### config.mk
export PLATFORM = sky130hd
export DESIGN_NAME = lsu_mem_ctrl
export DESIGN_NICKNAME = d
export VERILOG_FILES = /design/src/rtl/lsu_mem_ctrl.sv
export SDC_FILE = /design/constraint.sdc
export NUM_CORES = 1
export LEC_CHECK = 0
export ABC_AREA = 1
export CORE_MARGIN = 2
export CORE_UTILIZATION = 55
export DETAILED_ROUTE_END_ITERATION = 16
export DONT_BUFFER_PORTS = 1
export GPL_TIMING_DRIVEN = 0
export PLACE_DENSITY = 0.73
export SLEW_MARGIN = 20
export SYNTH_ARGS = -nofsm -noshare
export SYNTH_HDL_FRONTEND = slang
export SYNTH_SLANG_ARGS = --single-unit
### constraint.sdc
create_clock -name clk_i -period 1.9 [get_ports clk_i]
set_clock_uncertainty 0.15 [all_clocks]
set_input_delay 0.38 -clock clk_i [delete_from_list [all_inputs] [get_ports clk_i]]
set_output_delay 0.38 -clock clk_i [all_outputs]
set_load 0.02 [all_outputs]
### src/rtl/lsu_mem_ctrl.sv
// Load/store sequencer: turns byte/half/word requests into word-aligned memory transactions, using read-modify-write for sub-word stores.
// Optional build macro LSU_MISALIGN_TRAP_EN: misaligned accesses respond with rsp_err_o instead of being force-aligned.
module lsu_mem_ctrl #(
    parameter int ADDR_W = 32
) (
    input  logic              clk_i,
    input  logic              rst_i,
    input  logic              req_valid_i,
    output logic              req_ready_o,
    input  logic              req_we_i,
    input  logic [ADDR_W-1:0] req_addr_i,
    input  logic [2:0]        req_mask_i,
    input  logic [31:0]       req_wdata_i,
    output logic              rsp_valid_o,
    output logic [31:0]       rsp_rdata_o,
    output logic [2:0]        rsp_mask_o,
    output logic [1:0]        rsp_offset_o,
    output logic              rsp_err_o,
    output logic              busy_o,
    output logic              mem_req_o,
    output logic              mem_we_o,
    output logic [ADDR_W-1:0] mem_addr_o,
    output logic [31:0]       mem_wdata_o,
    input  logic              mem_ack_i,
    input  logic [31:0]       mem_rdata_i
);

    // state | meaning
    // IDLE  | waiting for a request; only state that accepts one
    // RD    | word read in flight (load, or first half of a sub-word store)
    // MERGE | insert store bytes into the captured read word
    // WR    | word write in flight
    // RESP  | one-cycle completion pulse
    typedef enum logic [2:0] {
        IDLE  = 3'd0,
        RD    = 3'd1,
        MERGE = 3'd2,
        WR    = 3'd3,
        RESP  = 3'd4
    } state_t;

    state_t state_q, state_d;

    logic              we_q;
    logic [ADDR_W-1:0] addr_q;
    logic [2:0]        mask_q;
    logic [1:0]        off_q;
    logic [15:0]       wdata_q;
    logic [31:0]       wr_word_q;
    logic [31:0]       rsp_rdata_q;
    logic [31:0]       merged;

    logic       accept;
    logic       req_byte;
    logic       req_word;
    logic       trap;
    logic [1:0] req_off;

    assign req_ready_o = (state_q == IDLE) && !rst_i;
    assign accept      = req_valid_i && req_ready_o;
    assign req_byte    = (req_mask_i[1:0] == 2'b00);
    assign req_word    = req_mask_i[1];

`ifdef LSU_MISALIGN_TRAP_EN
    logic rsp_err_q;

    assign trap    = (req_word && (req_addr_i[1:0] != 2'b00))
                   || (!req_byte && !req_word && req_addr_i[0]);
    assign req_off = req_addr_i[1:0];
    assign rsp_err_o = rsp_err_q;

    always_ff @(posedge clk_i) begin
        if (rst_i) begin
            rsp_err_q <= 1'b0;
        end else if (accept) begin
            rsp_err_q <= trap;
        end
    end
`else
    // Offset bits below the access size are dropped so the access is naturally aligned.
    assign trap    = 1'b0;
    assign req_off = req_word ? 2'b00
                   : (req_byte ? req_addr_i[1:0] : {req_addr_i[1], 1'b0});
    assign rsp_err_o = 1'b0;
`endif

    always_ff @(posedge clk_i) begin
        if (rst_i) begin
            state_q <= IDLE;
        end else begin
            state_q <= state_d;
        end
    end

    always_comb begin
        state_d = state_q;
        unique case (state_q)
            IDLE: begin
                if (accept) begin
                    if (trap) begin
                        state_d = RESP;
                    end else if (req_we_i && req_word) begin
                        state_d = WR;
                    end else begin
                        state_d = RD;
                    end
                end
            end
            RD: begin
                if (mem_ack_i) begin
                    state_d = we_q ? MERGE : RESP;
                end
            end
            MERGE: state_d = WR;
            WR: begin
                if (mem_ack_i) begin
                    state_d = RESP;
                end
            end
            RESP:    state_d = IDLE;
            default: state_d = IDLE;
        endcase
    end

    always_comb begin
        merged = wr_word_q;
        if (mask_q[1:0] == 2'b00) begin
            merged[{off_q, 3'b000} +: 8] = wdata_q[7:0];
        end else if (off_q[1]) begin
            merged[31:16] = wdata_q;
        end else begin
            merged[15:0] = wdata_q;
        end
    end

    // wr_word_q holds the store word directly for word stores, else the read word until MERGE rewrites it.
    always_ff @(posedge clk_i) begin
        if (rst_i) begin
            we_q        <= 1'b0;
            addr_q      <= '0;
            mask_q      <= 3'b000;
            off_q       <= 2'b00;
            wdata_q     <= 16'h0;
            wr_word_q   <= 32'h0;
            rsp_rdata_q <= 32'h0;
        end else begin
            if (accept) begin
                we_q        <= req_we_i;
                addr_q      <= {req_addr_i[ADDR_W-1:2], 2'b00};
                mask_q      <= req_mask_i;
                off_q       <= req_off;
                wdata_q     <= req_wdata_i[15:0];
                wr_word_q   <= req_wdata_i;
                rsp_rdata_q <= 32'h0;
            end
            if ((state_q == RD) && mem_ack_i) begin
                if (we_q) begin
                    wr_word_q <= mem_rdata_i;
                end else begin
                    rsp_rdata_q <= mem_rdata_i;
                end
            end
            if (state_q == MERGE) begin
                wr_word_q <= merged;
            end
        end
    end

    assign busy_o       = (state_q != IDLE);
    assign mem_req_o    = (state_q == RD) || (state_q == WR);
    assign mem_we_o     = (state_q == WR);
    assign mem_addr_o   = addr_q;
    assign mem_wdata_o  = (state_q == WR) ? wr_word_q : 32'h0;
    assign rsp_valid_o  = (state_q == RESP);
    assign rsp_rdata_o  = rsp_rdata_q;
    assign rsp_mask_o   = mask_q;
    assign rsp_offset_o = off_q;

endmodule

[Word-level counts from Yosys, hierarchy flattened]
Cells that the tools add are included.
Storage, ports and cells
  flip-flop bits (word level): 119
  bits in latches: 0
  RAM bits: 0
  bits in read-only memories: 0
  input bits: 104
  output and inout bits: 107
  word-level logic and storage cells: 52
  memories kept: 0
Operators by class
  add/sub/neg operators: 1
  multipliers: 0
  divide/modulo/power cells: 0
  order comparisons: 0
  equal/unequal tests: 9
  shift-type cells: 2
  muxes and demuxes: 20
  bitwise operators: 0
  reduce and logical (&&, ||, !) cells: 11
Operators by type and width (number)
  $mux W32: 9
  $bwmux W32: 1
  $mux W16: 2
  $shift A8 B7 Y32 const A: 1
  $shiftx A8 B7 Y32: 1
  $mux W3: 4
  $pmux W3 S4: 1
  $neg A5 Y7: 1
  $eq A3 B2 Y1 const B: 2
  $ne A3 B3 Y1 const B: 2
  $logic_and A1 B1 Y1: 4
  $logic_not A2 Y1: 2
  $mux W2: 2
  $ne A2 B2 Y1 const B: 2
  $eq A3 B1 Y1 const B: 1
  $eq A3 B3 Y1 const B: 1
  $logic_not A3 Y1: 1
  $reduce_and A3 Y1: 1
  $reduce_bool A3 Y1: 1
  $ne A2 B1 Y1 const B: 1
  $logic_not A1 Y1: 1
  $logic_or A1 B1 Y1: 1
  $mux W1: 1

[Logic depth before layout (Yosys ltp)]
Gate-level depths: netlist of the first run.
  depth after elaboration: 7
  depth in mapped cells: 11

[Least setup slack after synthesis of the first run]
OpenSTA, ideal clock, no wires.
  path kind: register -> output
  start point: register state_q[0]
  end point: output port mem_wdata_o[10]
  data arrival time: 1.685 ns
  data required time: 1.370 ns
  path slack: -0.315 ns
  cell stages (with the launch flop): 8
  path buffers: 1
  path through: dfxtp_1 > inv_2 > nor2_4 > inv_1 > nor2_1 > inv_1 > buf_4 > nor2_1
On the way
  word-level cells in the longest chain between the ends: 2
Ends and longest elaborated chain
  start: declaration: line 42  | state_t state_q, state_d;
  start signal: assignment: line 91  | state_q <= state_d;
  $eq A3 B2 Y1
  via mem_we_o: line 21  | output logic mem_we_o,
  $mux W32: line 173  | assign mem_wdata_o = (state_q == WR) ? wr_word_q : 32'h0;
  end: declaration: line 23  | output logic [31:0] mem_wdata_o,
The timed path passes the listed nets, and every way through them passes these cells.

[Worst setup path after layout of the first run]
  start point: register state_q[0]
  end point: output port mem_wdata_o[21]
Same word-level chain as after synthesis.

==> impl_metrics.csv, run 1 <==
group,metric,value,unit
outcome,status,"finished with violations",
outcome,violations,"setup timing",
hold_path,min_path_cells,4,
power,power.switching,0.00342,W
floorplan,rows,38,
timing,final_hold_viol_count,0,
detailed_routing,drc,0,
finish,fin_util,78.9,%
finish,nets,1169,
power,p_clk_share,30.4,%
worst_setup_path,crit_fanout,10,
global_route,grtUsageTotal,34.3,%
detailed_routing,drt_iter0_drc,842,
synth,netlist_area,0.00605,sq mm
synth,synth_top_area_cell,"dfxtp_1",
hold_path,holdCritStartpoint,"req_wdata_i[19]",
timing,tightest_slew,636,ps
global_route,grt_overflow,0,
clock_network,cts_buffers,17,
worst_setup_path,r2r-start,"state_q[0]",
timing,whs,13.4,ps
worst_setup_path,r2r_cells,12,
worst_setup_path,crit_path_start_kind,"flop",
finish,final_cell_count_no_fill,1213,
power,power,0.00911,W
worst_setup_path,crit_slowest_cell,"dfxtp_2",
timing,max-slew-margin-rel,57.6,%
synth,synth.distinct_cells,31,
floorplan,initial_core_util,56.1,%
power,p_per_area,1070,mW/mm^2
floorplan,ioPinCount,211,
timing,min_period_over_period,130,%
placed_design,pre_cts_ws,-357,ps
hold_path,hold_end,"wr_word_q[19]",
worst_setup_path,timing.rr.end,"wr_word_q[29]",
detailed_routing,vias,6673,
placed_design,placed_cells,1072,
clock_network,cts.clk_slew.worst_paths,50,ps
floorplan,die_h,109,microns
synth,ys_ff_latch,119,
synth,syn_avg_cell_area,6.51,sq um
timing,setup_viol_count_final,70,
clock_network,htreeDepth,4,
global_route,antenna_found_initial,1,
detailed_routing,dr.pass1.iters,5,
worst_setup_path,crit_path_cell_trace,"inv_2 > nor2_4 > inv_2 > nor2_4 > inv_6 > buf_12 > nor2_4",
synth,syn_inst,930,
clock_network,root_buffer,"clkbuf_8",
detailed_routing,wirelength,21300,microns
power,power.internal,0.00569,W
synth,synth_area_leaders,"dfxtp_1, nand2_1, a21oi_1, nor2_1, o21ai_0",
placed_design,portBuffers,0,
detailed_routing,detail-route-antenna-nets,0,
worst_setup_path,cp_common_cell,"nor2_4",
power,combinationalPowerShare,30.8,%
finish,layout_commonest_cell,"nand2_1",
global_route,grt_max_degree,17,
global_route,grt_pass1_vias,6203,
floorplan,die_w,109,microns
timing,slew_violations,0,
flow_run,cap_violations,0,
finish,area_growth,40.7,%
detailed_routing,vias_per_cell,5.50,
power,ir_drop,0.807,mV
synth,synth_seq_area_share,39.4,%
timing,clock.fmax,404,MHz
clock_network,clockBufferDepth,2,
worst_setup_path,cp_slowest_stage_delay,340,ps
floorplan,core,0.0108,sq mm
power,p_seq_share,38.9,%
hold_path,worstHoldPathType,"in2reg",
timing,min_period,2480,ps
synth,yosys_warnings,0,
finish,final_cell_mix,"nand2_1, dfxtp_1, a21oi_1",
worst_setup_path,crit_path_end_kind,"output pin",
worst_setup_path,reg2reg_slack,-160,ps
worst_setup_path,required,1370,ps
floorplan,die-area,0.0119,sq mm
placed_design,hpwl,13700,microns
clock_network,cts_tree,"yes",
global_route,grt_first_pass_wirelength,31200,microns
finish,drive_gt1_share,20.5,%
placed_design,routabilityCongestion,0.918,
synth,synth_top_cell_area_share,39.4,%
timing,rsz0062_at_grt,"true",
power,p_leak,3.36,nW
clock_network,cts.sinks,119,
worst_setup_path,crit_type,"reg2out",
timing,timing.final.ws_setup,-575,ps
clock_network,clkLatencyLatePin,540,ps
detailed_routing,wire_per_inst,17.5,microns
power,sw_frac_of_total,37.6,%
worst_setup_path,arrival,1950,ps
-- cell usage after synthesis --
master / number
a211oi_1: 1
buf_4: 15
nor4_1: 1
buf_2: 17
o31ai_1: 1
nand3_2: 3
o21ai_2: 1
nand2_2: 2
nand4_2: 1
conb_1: 1
inv_6: 1
o21ai_0: 53
buf_1: 2
nor2_4: 5
o21ai_4: 3
nand2_8: 1
nand2_1: 261
a21oi_1: 120
inv_2: 5
buf_6: 4
ha_1: 5
nor2_2: 2
dfxtp_1: 119
inv_1: 59
nand3_1: 40
o21ai_1: 21
nor2_1: 154
clkbuf_1: 23
nand4_1: 5
o211ai_1: 3
nand2_4: 1
-- metal layers --
| layer | up-vias | routed length, microns | GRT usage [%] |
|---|---|---|---|
| li1 | 3236 | - | - |
| met1 | 3024 | 8480 | 41.3 |
| met2 | 364 | 10100 | 57.5 |
| met3 | 49 | 2140 | 9.74 |
| met4 | 0 | 554 | 13.8 |
| met5 | - | 0 | 0 |
-- power groups by stage --
stage               combinational (W)  clock [W]  sequential (W)
floorplan                     0.00164          0         0.00349
global placement              0.00206          0         0.00356
detailed placement            0.00208          0         0.00357
CTS                           0.00251    0.00276         0.00352
global route                  0.00305    0.00286         0.00359
finish                        0.00280    0.00277         0.00354
-- stage by stage --
stage,instance area (sq um),setup TNS (ps)
2_1_floorplan,6150,-927
3_3_place_gp,6320,-18940
3_5_place_dp,6320,-19620
4_1_cts,8210,-19150
5_1_grt,8510,-26220
6_report,8510,-20780
-- flip-flops by register name, summed over array words and instances (netlist names) --
signal        count
wr_word_q        32
mem_addr_o       30
state_q           3
wdata_q          16
rsp_offset_o      2
we_q              1
rsp_mask_o        3
rsp_rdata_o      32
-- worst max path at each step --
stage | from | slack [ps] | cells past startpoint | end
3_5_place_dp | rsp_offset_o[0] | -360 | 11 | wr_word_q[28]
4_1_cts | state_q[0] | -610 | 7 | mem_wdata_o[22]
3_3_place_gp | rsp_offset_o[0] | -370 | 11 | wr_word_q[28]
5_1_grt | state_q[0] | -640 | 7 | mem_wdata_o[9]
2_1_floorplan | state_q[0] | -30 | 7 | mem_wdata_o[10]
6_report | state_q[0] | -580 | 7 | mem_wdata_o[21]
-- logic make-up (layout without fill, tap and decap cells) --
logic type | count (synthesis) | after routing | synth area share, %
buffers and inverters | 126 | 266 | 9.68
other | 1 | 4 | 0.0620
AOI/OAI and AO/OA | 203 | 203 | 17.6
DFF | 119 | 119 | 39.4
and+or+nand+nor | 476 | 476 | 32.2
adders and majority gates | 5 | 5 | 1.03
-- critical path: cells and delay by family (launching register included) --
| family | cells | cell delay [ps] |
|---|---|---|
| and+or+nand+nor | 3 | 640 |
| buffers and inverters | 4 | 430 |
| DFF | 1 | 340 |
-- what timing repair did --
| action | CTS | global route |
|---|---|---|
| pin swaps | 31 | 46 |
| setup buffers | 16 | 6 |
| resized for setup | 85 | 91 |
| hold buffers | 88 | 0 |
| setup endpoints to repair | 94 | 107 |
| hold endpoints to repair | 92 | 0 |
| gates cloned | 1 | 0 |
-- final cells by class --
| class | count | area (sq um) |
|---|---|---|
| diodes | 1 | 2.50 |
| inverters | 65 | 269 |
| clock buffers | 27 | 482 |
| well taps | 140 | 175 |
| multi-input cells | 687 | 3640 |
| clock inverters | 4 | 20.0 |
| flip-flops and latches | 119 | 2390 |
| fillers | 756 | 2280 |
| plain buffers | 59 | 429 |
| repair buffers | 111 | 1100 |
Note: power is estimated with default switching activity, not from simulation.
==> run 2, diff against run 1 <==
--- a/config.mk
+++ b/config.mk
@@ -5,7 +5,6 @@
 export SDC_FILE = /design/constraint.sdc
 export NUM_CORES = 1
 export LEC_CHECK = 0
-export ABC_AREA = 1
 export CORE_MARGIN = 2
 export CORE_UTILIZATION = 55
 export DETAILED_ROUTE_END_ITERATION = 16
==> run 2 against run 1 <==
Effect of this change:
- the run now fails in global routing
- area after synthesis up 1.6%
- synthesized cell count down 21%
==> impl_metrics.csv, run 2 <==
group,metric,value,unit
floorplan,initial_core_util,56.5,%
floorplan,die_h,110,microns
synth,synth_area_leaders,"dfxtp_1, nand2_1, and3_1, nand3b_1, a2111oi_2",
synth,netlist_area,0.00615,sq mm
synth,syn_avg_cell_area,8.35,sq um
placed_design,portBuffers,0,
floorplan,die_w,110,microns
synth,synth_top_cell_area_share,38.7,%
clock_network,cts_buffers,17,
placed_design,hpwl,15900,microns
synth,syn_inst,736,
clock_network,clockBufferDepth,2,
synth,synthTopCellsByCount,"nand2_1, dfxtp_1, nor2_1",
synth,synth_top_area_cell,"dfxtp_1",
floorplan,rows,38,
synth,yosys_warnings,0,
synth,synth_seq_area_share,38.7,%
synth,ys.flop_type,"dfxtp_1",
outcome,status,"did not finish",
outcome,haltStage,"global routing",
global_route,grtUsageTotal,74.1,%
placed_design,routabilityCongestion,0.962,
timing,worst-ep-kind,"output port",
placed_design,post_dp_cell_area,0.00646,sq mm
floorplan,ioPinCount,211,
clock_network,root_buffer,"clkbuf_8",
timing,crit_endpoint,"mem_wdata_o[22]",
synth,synth.distinct_cells,54,
global_route,grt_overflow,4,
clock_network,htreeDepth,4,
global_route,grt_max_degree,17,
placed_design,pre_cts_ws,-571,ps
synth,yosysMostFrequentCell,"nand2_1",
synth,ys_ff_latch,119,
outcome,error_line,"[ERROR GRT-0232] Routing congestion too high. Check the congestion heatmap in the GUI.",
synth,synthArstFlopShare,0,%
clock_network,cts.sinks,119,
synth,synth-edff-count,0,
[run 2: changes by cell type after synthesis, sizes merged, moves of 18 or more]
cell    delta
a21oi     -96
inv       -60
nor2      -98
nand2    -128
nand3b    +33
clkbuf    +24
o21ai     -57
o22ai     +32
and3      +48
a211oi    +18
a22oi     +32
nand3     -39
a21boi    +26
[run 2: logic make-up after synthesis]
| logic type | synth area share (%) |
|---|---|
| simple gates | 25.3 |
| compound gates | 28.8 |
| flops | 38.7 |
| buf+inv | 6.06 |
| fa+ha+maj | 1.02 |
| other cells | 0.0610 |
[run 2: per-layer routing]
| layer | global-route usage [%] | overflow |
|---|---|---|
| met4 | 69.1 | 3 |
| met2 | 89.5 | 1 |
| met1 | 72.4 | 0 |
| met3 | 64.7 | 0 |
| met5 | 35.3 | 0 |
[run 2: metrics by stage]
stage               std cells  utilization [%]
detailed placement        878             59.3
global placement          878             59.3
floorplan                 738                -
CTS                      1043             89.6
[run 2: what timing repair did]
item,4_1_cts
hold buffers,85
gates resized for setup,320
pin swaps,112
endpoints found under the setup margin,153
gates cloned,15
setup buffers,34
hold endpoints to repair,100
==> run 3, diff against run 2 <==
--- a/config.mk
+++ b/config.mk
@@ -6,11 +6,11 @@
 export NUM_CORES = 1
 export LEC_CHECK = 0
 export CORE_MARGIN = 2
-export CORE_UTILIZATION = 55
+export CORE_UTILIZATION = 40
 export DETAILED_ROUTE_END_ITERATION = 16
 export DONT_BUFFER_PORTS = 1
 export GPL_TIMING_DRIVEN = 0
-export PLACE_DENSITY = 0.73
+export PLACE_DENSITY_LB_ADDON = 0.15
 export SLEW_MARGIN = 20
 export SYNTH_ARGS = -nofsm -noshare
 export SYNTH_HDL_FRONTEND = slang
==> constraint.sdc (replaced) <==
create_clock -name clk_i -period 2.47 [get_ports clk_i]
set_clock_uncertainty 0.15 [all_clocks]
set_input_delay 0.494 -clock clk_i [delete_from_list [all_inputs] [get_ports clk_i]]
set_output_delay 0.494 -clock clk_i [all_outputs]
set_load 0.02 [all_outputs]
==> run 3 against run 2 <==
Effect of this change:
- the flow now finishes without violations
- area after synthesis stayed put
- synthesized cell count stayed put
==> impl_metrics.csv, run 3 <==
group,metric,value,unit
floorplan,initial_core_util,40.7,%
clock_network,root_buffer,"clkbuf_16",
synth,synth_seq_area_share,38.7,%
global_route,grt_pass1_vias,5683,
clock_network,cts_tree,"yes",
synth,ys.flop_type,"dfxtp_1",
placed_design,post_dp_cell_area,0.00639,sq mm
detailed_routing,dr.pass1.iters,5,
timing,setup-tns-final,0,ps
floorplan,ioPinCount,211,
power,power,0.00551,W
synth,synth_top_cell_area_share,38.7,%
detailed_routing,wire_per_inst,22.9,microns
global_route,grtUsageTotal,26.7,%
synth,synthTopCellsByCount,"nand2_1, dfxtp_1, nor2_1",
finish,nets,870,
global_route,grt_max_degree,17,
floorplan,rows,45,
power,p_per_area,770,mW/mm^2
clock_network,cts.clk_slew.worst_paths,50,ps
global_route,antenna_found_initial,0,
synth,ys_ff_latch,119,
detailed_routing,detail-route-antenna-nets,0,
worst_setup_path,crit_path_end_kind,"output pin",
synth,synth.distinct_cells,54,
flow_run,cap_violations,0,
synth,yosysMostFrequentCell,"nand2_1",
synth,yosys.area_share.xor_xnor,0,%
synth,netlist_area,0.00615,sq mm
synth,synth-edff-count,0,
worst_setup_path,crit_path_cell_trace,"or4_1 > buf_4 > clkinv_2 > buf_6",
worst_setup_path,cp_slowest_stage_delay,540,ps
placed_design,routabilityCongestion,0.913,
timing,final_hold_viol_count,0,
placed_design,hpwl,16700,microns
detailed_routing,wirelength,22000,microns
power,p_leak,2.80,nW
worst_setup_path,crit_path_start_kind,"flop",
worst_setup_path,arrival,1780,ps
detailed_routing,vias,5892,
synth,synth-simple-area-share,25.3,%
finish,final_cell_mix,"nand2_1, dfxtp_1, nor2_1",
clock_network,clkLatencyLatePin,420,ps
timing,rsz0062_at_grt,"true",
timing,slew_violations,0,
worst_setup_path,crit_fanout,10,
synth,synth_mux_area_share,0,%
timing,tightest_slew,821,ps
worst_setup_path,crit_slowest_cell,"or4_1",
finish,drive_gt1_share,18.7,%
synth,synth_area_leaders,"dfxtp_1, nand2_1, and3_1, nand3b_1, a2111oi_2",
synth,synthArstFlopShare,0,%
synth,synth_top_family_by_area,"compound AO/OA/AOI/OAI gates",
floorplan,core,0.0151,sq mm
synth,synthAdderAreaFrac,1.02,%
timing,whs,22.1,ps
finish,layout_commonest_cell,"nand2_1",
clock_network,htreeDepth,4,
detailed_routing,vias_per_cell,6.14,
outcome,status,"finished clean",
worst_setup_path,crit_type,"reg2out",
floorplan,die_w,128,microns
timing,timing.final.ws_setup,46.9,ps
power,ir_drop,0.486,mV
floorplan,die-area,0.0164,sq mm
hold_path,worstHoldPathType,"in2reg",
clock_network,cts.sinks,119,
clock_network,clockBufferDepth,2,
placed_design,portBuffers,0,
clock_network,cts_buffers,17,
detailed_routing,drt_iter0_drc,468,
global_route,grt_overflow,0,
synth,syn_avg_cell_area,8.35,sq um
global_route,grt_first_pass_wirelength,33000,microns
synth,synth-compound-area-share,28.8,%
floorplan,die_h,128,microns
finish,final_area,0.00715,sq mm
timing,setup_viol_count_final,0,
clock_network,ctsHoldBuffers,0,
synth,syn_inst,736,
finish,area_growth,16.4,%
synth,synth_top_area_cell,"dfxtp_1",
timing,clock.fmax,413,MHz
timing,min_period_over_period,98.1,%
timing,max-slew-margin-rel,45.2,%
detailed_routing,drc,0,
placed_design,pre_cts_ws,-507,ps
synth,yosys_warnings,0,
timing,min_period,2420,ps
worst_setup_path,required,1830,ps
## run 3: cell counts after synthesis
No cell type changed its count.
## run 3: path summary, 6_finish.rpt
check,end,slack [ps],from,cells after the start
setup / recovery,req_ready_o,50,state_q[1],4
hold / removal,mem_addr_o[21],20,req_addr_i[21],2
setup reg to reg,wr_word_q[5],120,rsp_offset_o[0],6
hold reg to reg,wdata_q[15],300,wdata_q[15],2
## run 3: kinds of logic after synthesis
family | count (synthesis)
other | 1
AO/OA/AOI/OAI | 219
AND/OR/NAND/NOR | 312
flip-flops | 119
adder cells (fa/ha/maj) | 5
buffers and inverters | 80
## run 3: what timing repair did
| item | 4_1_cts | 5_1_grt |
|---|---|---|
| endpoints found under the hold margin | 0 | 0 |
| endpoints found under the setup margin | 60 | 85 |
| resized for setup | 25 | 39 |
| pin swaps | 1 | 2 |
| setup buffers | 1 | 3 |
## run 3: cell type report
| class | count | area (sq um) |
|---|---|---|
| clock inverter | 10 | 130 |
| sequential | 119 | 2390 |
| fill | 1464 | 7940 |
| tap | 188 | 235 |
| clock buffer | 19 | 453 |
| antenna | 1 | 2.50 |
| buffer | 74 | 375 |
| inverter | 6 | 27.5 |
| timing repair buffer | 4 | 30.0 |
| multi-input combinational | 539 | 3510 |
## run 3: layer usage
layer / wire length, microns / vias up / track usage, %
li1: - / 2741 / -
met3: 2420 / 48 / 9.77
met1: 8710 / 2792 / 32.3
met5: 0 / - / 0
met4: 686 / 0 / 12.0
met2: 10100 / 311 / 42.5
## run 3: power breakdown
part           total (W)  internal (W)  switching (W)
registers        0.00226       0.00206       0.000200
logic           0.000760      0.000292       0.000468
clock network    0.00249       0.00161       0.000885
## run 3: critical path, delay by kind of cell (launching register included)
family | cells | cell delay (ps)
and+or+nand+nor | 1 | 540
DFF | 1 | 360
buffers and inverters | 3 | 460
## run 3: per-stage QoR
stage	std cells	utilization, %
after floorplan	738	-
after global placement	926	42.4
after detailed placement	926	42.4
after CTS	956	46.8
after global routing	959	47.4
final	960	47.4
==> run 4, diff against run 3 <==
--- a/config.mk
+++ b/config.mk
@@ -5,6 +5,7 @@
 export SDC_FILE = /design/constraint.sdc
 export NUM_CORES = 1
 export LEC_CHECK = 0
+export CORE_ASPECT_RATIO = 0.8
 export CORE_MARGIN = 2
 export CORE_UTILIZATION = 40
 export DETAILED_ROUTE_END_ITERATION = 16
==> run 4 against run 3 <==
Effect of this change:
- maximum frequency grew 0.80%
- die area is essentially flat
- highest routed layer is now met5
- global-route usage grew 0.97 points
- largest cell class unchanged
- final cell count grew 0.94%
==> impl_metrics.csv, run 4 (same netlist as run 3, synthesis figures left out) <==
group,metric,value,unit
detailed_routing,wirelength,23100,microns
detailed_routing,wire_per_inst,23.8,microns
timing,clock.fmax,416,MHz
floorplan,die-area,0.0164,sq mm
finish,final_cell_count_no_fill,969,
floorplan,core,0.0150,sq mm
worst_setup_path,crit_type,"reg2reg",
timing,timing.final.ws_setup,66.1,ps
timing,min_period_over_period,97.3,%
flow_run,cap_violations,0,
clock_network,clockBufferDepth,2,
power,p_leak,2.83,nW
timing,final_hold_viol_count,0,
finish,drive_gt1_share,20.4,%
finish,final_cell_mix,"nand2_1, dfxtp_1, nor2_1",
worst_setup_path,crit_slowest_cell,"a211oi_1",
outcome,status,"finished clean",
floorplan,ioPinCount,211,
floorplan,initial_core_util,41.0,%
power,ir_drop,0.532,mV
clock_network,cts.clk_slew.worst_paths,60,ps
floorplan,rows,40,
clock_network,htreeDepth,4,
worst_setup_path,required,2590,ps
placed_design,pre_cts_ws,-495,ps
detailed_routing,vias_per_cell,6.27,
clock_network,cts_buffers,17,
timing,max-slew-margin-rel,42.5,%
global_route,grt_overflow,0,
worst_setup_path,cp_slowest_stage_delay,530,ps
clock_network,cts_tree,"yes",
hold_path,worstHoldPathType,"in2reg",
power,p_per_area,758,mW/mm^2
global_route,grt_max_degree,17,
finish,final_area,0.00723,sq mm
worst_setup_path,crit_path_cell_trace,"ha_1 > or3b_2 > and3_1 > buf_1 > a211oi_1 > a2111oi_2",
timing,setup_viol_count_final,0,
detailed_routing,detail-route-antenna-nets,0,
finish,area_growth,17.6,%
timing,slew_violations,0,
timing,tightest_slew,863,ps
clock_network,cts.sinks,119,
placed_design,hpwl,17500,microns
clock_network,ctsHoldBuffers,0,
placed_design,portBuffers,0,
global_route,grt_first_pass_wirelength,33900,microns
finish,layout_commonest_cell,"nand2_1",
worst_setup_path,arrival,2520,ps
worst_setup_path,path_buf_inv,1,
worst_setup_path,crit_path_start_kind,"flop",
floorplan,die_h,115,microns
detailed_routing,dr.pass1.iters,5,
clock_network,root_buffer,"clkbuf_16",
detailed_routing,drt_iter0_drc,577,
finish,nets,874,
placed_design,routabilityCongestion,0.991,
global_route,grt_pass1_vias,5863,
clock_network,clkLatencyLatePin,420,ps
floorplan,die_w,143,microns
worst_setup_path,crit_family,"simple AND/OR/NAND/NOR gates",
power,power,0.00548,W
placed_design,post_dp_cell_area,0.00640,sq mm
global_route,grtUsageTotal,27.7,%
timing,min_period,2400,ps
placed_design,placed_cells,927,
worst_setup_path,crit_fanout,8,
detailed_routing,vias,6080,
detailed_routing,drc,0,
global_route,antenna_found_initial,2,
worst_setup_path,crit_path_end_kind,"flop",
==> run 4: report_power, final <==
group,internal [W],switching (W)
registers,0.00206,0.000195
clock network,0.00148,0.000954
logic,0.000298,0.000496
total,0.00384,0.00164
==> run 4: path summary, 6_finish.rpt <==
check,slack (ps),endpoint,startpoint,depth (start not counted)
max reg2reg,70,wr_word_q[26],rsp_offset_o[0],6
min,20,mem_addr_o[28],req_addr_i[28],2
max,70,wr_word_q[26],rsp_offset_o[0],6
min reg2reg,310,wdata_q[15],wdata_q[15],2
==> run 4: worst reg2reg max path, stage by stage, from the launching register on <==
cell       delay (ps)
dfxtp_4           420
ha_1              160
or3b_2            510
and3_1            210
buf_1             210
a211oi_1          530
a2111oi_2          60
==> run 4: per-layer routing <==
metal | up-vias | track usage, % | share of wire, %
li1 | 2748 | - | -
met2 | 331 | 42.6 | 44
met1 | 2956 | 36.2 | 41
met5 | - | 0 | 0.056
met3 | 43 | 9.66 | 12
met4 | 2 | 10.0 | 2.5
==> run 4: cell type report <==
class	count	area, sq um
diodes	2	5.00
plain buffers	74	382
clock buffers	17	425
clock inverters	15	155
fillers	1447	7780
inverters	6	27.5
multi-input cells	539	3550
flip-flops and latches	119	2390
well taps	189	236
repair buffers	8	60.1
==> run 4: repair_timing <==
action,CTS,global route
buffers inserted,5,3
setup endpoints to repair,61,87
gates resized for setup,38,42
pin swaps,1,3
cloned,0,0
==> run 4: metrics by stage <==
stage | TNS (ps) | hold slack [ps] | utilization (%)
global placement | -17670 | 292 | 42.6
floorplan | 0 | 283 | -
finish | 0 | 16.8 | 48.2
CTS | 0 | 6.88 | 47.5
global route | -23.8 | 8.80 | 48.1
detailed placement | -21630 | 300 | 42.6
